[src/rtl/pwm_capture.sv]
// pwm_capture: measures high time and period of pwm_in in prescaled ticks, flags a stuck input.
// Build macro PWM_CAPTURE_GLITCH_FILTER_EN inserts a 3-sample majority filter after the synchronizer.
module pwm_capture #(
    parameter int CNT_W   = 16,
    parameter int DIV     = 10,
    parameter int TIMEOUT = 1000
) (
    input  logic             clk,
    input  logic             rst,
    input  logic             en,
    input  logic             pwm_in,
    output logic [CNT_W-1:0] high_cnt,
    output logic [CNT_W-1:0] period_cnt,
    output logic             valid,
    output logic             stuck,
    output logic             stuck_lvl
);
    localparam int PW = (DIV > 1) ? $clog2(DIV) : 1;
    localparam logic [PW-1:0]    PRE_MAX = PW'(DIV - 1);
    localparam logic [CNT_W-1:0] CNT_MAX = '1;
    localparam logic [CNT_W-1:0] TMO     = CNT_W'(TIMEOUT);

    typedef enum logic [1:0] {
        IDLE = 2'd0,
        HIGH = 2'd1,
        LOW  = 2'd2
    } state_t;

    logic sync1_q, sync2_q, lvl_dly_q, lvl;

    always_ff @(posedge clk or negedge rst) begin
        if (!rst) begin
            sync1_q   <= 1'b0;
            sync2_q   <= 1'b0;
            lvl_dly_q <= 1'b0;
        end else begin
            sync1_q   <= pwm_in;
            sync2_q   <= sync1_q;
            lvl_dly_q <= lvl;
        end
    end

`ifdef PWM_CAPTURE_GLITCH_FILTER_EN
    logic [1:0] hist_q;
    logic       filt_q;

    // Majority of the current and two previous samples rejects 1-clk pulses.
    always_ff @(posedge clk or negedge rst) begin
        if (!rst) begin
            hist_q <= 2'b00;
            filt_q <= 1'b0;
        end else begin
            hist_q <= {hist_q[0], sync2_q};
            filt_q <= (sync2_q & hist_q[0]) | (sync2_q & hist_q[1]) | (hist_q[0] & hist_q[1]);
        end
    end

    assign lvl = filt_q;
`else
    assign lvl = sync2_q;
`endif

    logic          rise, fall;
    assign rise = lvl & ~lvl_dly_q;
    assign fall = ~lvl & lvl_dly_q;

    logic [PW-1:0] pre_q;
    logic          tick;
    assign tick = (pre_q == PRE_MAX);

    always_ff @(posedge clk or negedge rst) begin
        if (!rst) begin
            pre_q <= '0;
        end else begin
            pre_q <= tick ? '0 : pre_q + 1'b1;
        end
    end

    state_t           state_q;
    logic [CNT_W-1:0] hi_q, per_q;
    logic [CNT_W-1:0] first_val, hi_inc, per_inc;

    assign first_val = tick ? CNT_W'(1) : '0;
    assign hi_inc    = (tick && hi_q != CNT_MAX) ? hi_q + 1'b1 : hi_q;
    assign per_inc   = (tick && per_q != CNT_MAX) ? per_q + 1'b1 : per_q;

    // A rising edge always restarts both counters; it takes priority over a timeout.
    always_ff @(posedge clk or negedge rst) begin
        if (!rst) begin
            state_q    <= IDLE;
            hi_q       <= '0;
            per_q      <= '0;
            high_cnt   <= '0;
            period_cnt <= '0;
            valid      <= 1'b0;
            stuck      <= 1'b0;
            stuck_lvl  <= 1'b0;
        end else begin
            valid <= 1'b0;
            if (!en) begin
                state_q <= IDLE;
                hi_q    <= '0;
                per_q   <= '0;
            end else if (rise) begin
                state_q <= HIGH;
                hi_q    <= first_val;
                per_q   <= first_val;
                if (state_q == LOW) begin
                    high_cnt   <= hi_q;
                    period_cnt <= per_q;
                    valid      <= 1'b1;
                end
                if (state_q == IDLE) begin
                    stuck <= 1'b0;
                end
            end else begin
                case (state_q)
                    HIGH, LOW: begin
                        if (per_q >= TMO) begin
                            stuck     <= 1'b1;
                            stuck_lvl <= lvl;
                            state_q   <= IDLE;
                            hi_q      <= '0;
                            per_q     <= '0;
                        end else begin
                            per_q <= per_inc;
                            if (state_q == HIGH && !fall) begin
                                hi_q <= hi_inc;
                            end
                            if (fall) begin
                                state_q <= LOW;
                            end
                        end
                    end
                    default: begin
                        state_q <= IDLE;
                        hi_q    <= '0;
                        per_q   <= '0;
                    end
                endcase
            end
        end
    end

endmodule

[config.mk]
export PLATFORM = sky130hd
export DESIGN_NAME = pwm_capture
export DESIGN_NICKNAME = d
export VERILOG_FILES = /design/src/rtl/pwm_capture.sv
export SDC_FILE = /design/constraint.sdc
export NUM_CORES = 1
export LEC_CHECK = 0
export ABC_AREA = 1
export BUFFER_PORTS_ARGS = -buffer_cell sky130_fd_sc_hd__buf_2
export CAP_MARGIN = 25
export CORE_MARGIN = 2
export CORE_UTILIZATION = 53
export CTS_CLUSTER_DIAMETER = 30
export DETAILED_ROUTE_END_ITERATION = 10
export HOLD_SLACK_MARGIN = 0.12
export PLACE_DENSITY = 0.73
export SETUP_SLACK_MARGIN = 0.2
export SLEW_MARGIN = 25
export SYNTH_ARGS = -nofsm -noshare
export SYNTH_HDL_FRONTEND = slang
export SYNTH_SLANG_ARGS = --single-unit
[constraint.sdc]
create_clock -name clk -period 2.05 [get_ports clk]
set_clock_uncertainty 0.15 [all_clocks]
set_input_delay 0.41 -clock clk [delete_from_list [all_inputs] [get_ports clk]]
set_output_delay 0.41 -clock clk [all_outputs]
set_load 0.05 [all_outputs]
# ---- After elaboration in Yosys (flattened, before gate mapping)
# Index checks and enable logic that the tools add are counted.
dict set report totals {
  word_cells 68
  input_bits 4
  reg_bits 76
  output_inout_bits 35
}
dict set report classes {
  n_bitwise 5
  eq_ne 10
  magnitude_cmp 1
  mux 25
  n_reduce_logical 12
  add_sub_neg 3
}
# operator n
set ops {}
lappend ops {{2-to-1 mux 16 bit} 11}
lappend ops {{adder 16 x 1 -> 16 bit, second input constant} 2}
lappend ops {{!= test 16 bit, second input constant} 2}
lappend ops {{!= test 5 bit, second input constant} 4}
lappend ops {{greater-or-equal comparator 16 x 10 -> 1 bit, second input constant} 1}
lappend ops {{2-to-1 mux 2 bit} 5}
lappend ops {{2-to-1 mux 1 bit} 8}
lappend ops {{AND reduction 4 bit} 2}
lappend ops {{adder 4 x 1 -> 4 bit, second input constant} 1}
lappend ops {{== test 4 bit, second input constant} 1}
lappend ops {{2-to-1 mux 4 bit} 1}
lappend ops {{nonzero test 2 bit} 2}
lappend ops {{logical AND 1 bit} 3}
lappend ops {{NOT 1 bit} 3}
lappend ops {{AND reduction 3 bit} 1}
lappend ops {{bitwise AND 1 bit} 2}
lappend ops {{== test 2 x 1 -> 1 bit, second input constant} 1}
lappend ops {{== test 2 bit, second input constant} 1}
lappend ops {{logical NOT 2 bit} 1}
lappend ops {{!= test 2 x 1 -> 1 bit, second input constant} 1}
lappend ops {{AND reduction 2 bit} 1}
lappend ops {{OR reduction 2 bit} 1}
lappend ops {{logical NOT 1 bit} 1}

# ---- Longest topological paths before layout
dict set report depth {
  depth_word 9
  mapped_depth 11
}

# ---- Worst setup path before layout
# Ideal clock, no wire load.
dict set report synth_timing {
  path_kind {flip-flop to flip-flop}
  from {register hi_q[0]}
  to {register hi_q[3]}
  path_stages_with_launch 9
  arrival_ns 1.332
  setup_slack_ns 0.442
  synth_period_minus_slack_ns 1.608
  path_buffers 0
  required_ns 1.774
  cell_sequence {dfrtp_1 > ha_1 > nand2_1 > nor2_2 > nand2_2 > o21ai_2 > nor2_1 > o21ai_0 > a21oi_1}
}
dict set report synth_via {
  elab_chain_cells 7
  word_cells_on_any_way 11
  classes_between {add/sub: 1; eq/ne: 2; mux: 6; reduce/logical: 2}
}
# item line
set synth_lines {}
lappend synth_lines {{start, declared} 80} ;# logic [CNT_W-1:0] hi_q, per_q;
lappend synth_lines {{start signal, assigned} 106} ;# hi_q <= first_val;
lappend synth_lines {{start signal, assigned} 128} ;# hi_q <= hi_inc;
lappend synth_lines {{adder 16 x 1 -> 16 bit} 84} ;# assign hi_inc = (tick && hi_q != CNT_MAX) ? hi_q + 1'b1 : hi_q;
lappend synth_lines {{2-to-1 mux 16 bit} 84}
lappend synth_lines {{2-to-1 mux 16 bit} 127} ;# if (state_q == HIGH && !fall) begin
lappend synth_lines {{2-to-1 mux 16 bit} 119} ;# if (per_q >= TMO) begin
lappend synth_lines {{2-to-1 mux 16 bit} 117} ;# case (state_q)
lappend synth_lines {{2-to-1 mux 16 bit} 104} ;# end else if (rise) begin
lappend synth_lines {{2-to-1 mux 16 bit} 100} ;# if (!en) begin
# Parallel ways exist; a longest one is shown, timed or not. The select of a mux whose other input is x is not followed.
# A chain may end at the register's enable or synchronous reset.

# ---- Worst setup path after layout
dict set report layout_timing {
  from {register hi_q[0]}
  to {register hi_q[9]}
}
# Same word-level chain as after synthesis.

==> metrics <==
ranking of synthesized cells by area dfrtp_1, nand2_1, o21ai_0; die area 7350 sq um; worst-path fanout max 8; fin nets 473; PD cells 720 nW/um^2; Final period util 0.859; DRC Markers 7; gr usage total 0.213; top cell type's share of synthesized area 0.537; via count 2735; Total Routed Length 7050 microns; Initial Utilization 0.551; Arrival @ worst endpoint 1840 ps; Crit path buffers/inverters 0; Synth Instances 403; Via density 5.02; fin worst setup slack 288 ps; clock-pin slew on the worst setup and hold paths 70 ps; I/O Buffers 38; mean post-synth cell area 8.79 sq um; clock latency on the worst-skew pair 350 ps; routability cong. 0.832; Crit-path slowest cell dfrtp_1; VDD IR max 411 uV; worst min path class register to register; Max Cap Violations 0; achievable clock frequency 568 MHz; CTS Buffer Depth 2; sequential fraction of the synthesis area 0.537; share of layout cells above drive strength 1 0.259; Final TNS setup 0 ps; status complete, but fails checks; dpl hpwl 4960 microns; CP endpoint kind register; Sinks on Clock Net 76; first-pass GRT wire length 12300 microns; post-synthesis cell area 3540 sq um; fin cells 545; total gr overflow 0; Worst Path Class, Setup register to register; worst path cell trace ha_4, nand2_2, nor2_2, nand2_2, nor2_4, nor2_8, nand2_2, nor3_1, nor2_1; total CTS buffers 9; largest net degree at the start of global routing 39; CP max stage delay 440 ps; final slew viol count 0; Synth Warn # 0; FF+latch count, synth 76; num rows 29; Pre-Repair DR Iteration Count 11; min Tclk post-route 1760 ps; Placed Cells 520; P&R area growth vs syn 20.1%; H-tree levels 3; initial DRC count 159; most used cell, CP nand2_2; Fin. Hold Viols 0; crit start category register; CTS Root Cell clkbuf_8; unrepaired setup endpoints after global routing false; initial antenna violation count 0; leakage power 1.99 nW; final setup vio count 0; Placement Setup Slack 145 ps; Crit path max-delay family simple AND/OR/NAND/NOR gates; Ant. Diodes 0; core footprint 6420 sq um; CTS tree built; die width 85.7 microns; vias in the first global route 2718; Routed Antenna Nets 0; Synth cell types 33; number of I/O pins 39; violated checks design-rule violations; drt wl/cell 12.9 microns; hold slack 201 ps; Synth area leader dfrtp_1; critical path data required time 2130 ps; Die Y 85.7 microns
==> flip-flops by register name, indices dropped and copies added, names as in the netlist <==
register and flops:
lvl 1, pre_q 4, hi_q 16, state_q 2, lvl_dly_q 1, valid 1, high_cnt 16, stuck 1
per_q 16, period_cnt 16, sync1_q 1, stuck_lvl 1
==> synthesized netlist by cell type <==
master,number
inv_2,8
nand3_4,1
o22ai_2,1
o21a_1,1
a21oi_1,16
dfrtp_1,76
clkinv_2,1
a211oi_1,1
clkinv_1,2
buf_2,1
buf_12,1
nand2_1,101
a21oi_2,2
clkbuf_1,6
nand3_2,3
inv_1,38
xor2_1,1
nor2_1,38
nor3_1,6
o21ai_0,34
nor2_8,1
nand2_4,3
o21ai_2,1
nor2_2,5
conb_1,1
nor2_4,7
nand4_1,7
ha_1,6
o21ai_1,7
nand2_2,12
nand3_1,13
nand4_4,1
buf_6,1
==> worst reg2reg max path: stages, from the launching register on <==
cell and delay (ps):
dfrtp_1 440, ha_4 190, nand2_2 60, nor2_2 50, nand2_2 140, nor2_4 70
nor2_8 160, nand2_2 100, nor3_1 210, nor2_1 80
==> placed cells by master (no fill, tap or decap), types with 3 or more instances in the layout <==
master and count:
buf_12 3, nor2_2 4, dfrtp_1 75, nand2_1 99
nor2_1 38, clkbuf_8 11, nand4_1 7, inv_1 37
inv_2 9, conb_1 6, nand2_4 4, bufinv_16 3
o21ai_0 34, o21ai_1 7, buf_2 37, nand3_1 12
nand2_2 13, nand3_2 4, a21oi_1 16, nor2_4 8
buf_4 11, nor3_1 6
==> through the flow <==
stage                     power [mW]  cell area, sq um  utilization
after floorplan                 1.63              3560            -
after global placement          1.68              3860        0.602
after detailed placement        1.68              3860        0.602
after CTS                       3.10              4160        0.648
after global routing            3.18              4250        0.662
final                           3.06              4250        0.662
==> kinds of logic after synthesis <==
family | synth area share
AND/OR/NAND/NOR | 0.273
flip-flops | 0.537
AO/OA/AOI/OAI | 0.0958
buffers and inverters | 0.0689
adder cells (fa/ha/maj) | 0.0212
XOR/XNOR | 0.00247
other | 0.00106
==> area by class of cell <==
class                           instances  area (sq um)
Clock inverter                          4          95.1
Inverter                               49           185
Timing Repair Buffer                   53           348
Sequential cell                        76          1900
Multi-Input combinational cell        274          1470
Clock buffer                           12           155
Tap cell                               77          96.3
Fill cell                             560          2170
==> power breakdown <==
part | total (mW) | leakage [nW] | internal, mW | switching, mW
Sequential | 1.53 | 1.03 | 1.52 | 0.0133
Combinational | 0.133 | 0.833 | 0.0364 | 0.0971
Clock | 1.40 | 0.127 | 0.874 | 0.526
Total | 3.06 | 1.99 | 2.43 | 0.636
==> per-layer routing <==
layer,part of all wire,up-vias,GRT usage
met3,0.034,13,0.0433
li1,-,1382,-
met2,0.48,52,0.344
met5,0,-,0
met4,0.022,0,0.105
met1,0.47,1288,0.275
==> path summary, 6_finish.rpt <==
path / from / to / slack [ps] / cells after the start
max in group asynchronous: rst / period_cnt[5] / 880 / 3
hold reg to reg: sync1_q / lvl / 200 / 0
hold / removal: sync1_q / lvl / 200 / 0
min in group asynchronous: rst / high_cnt[7] / 340 / 2
setup reg to reg: hi_q[0] / hi_q[9] / 290 / 9
setup / recovery: hi_q[0] / hi_q[9] / 290 / 9
==> what timing repair did <==
item,CTS,global route
setup buffers,2,5
endpoints found under the setup margin,8,24
pin swaps,1,6
resized for setup,0,12
endpoints found under the hold margin,23,0
hold buffers,2,0
No activity file was read; power rests on OpenSTA's default activity.
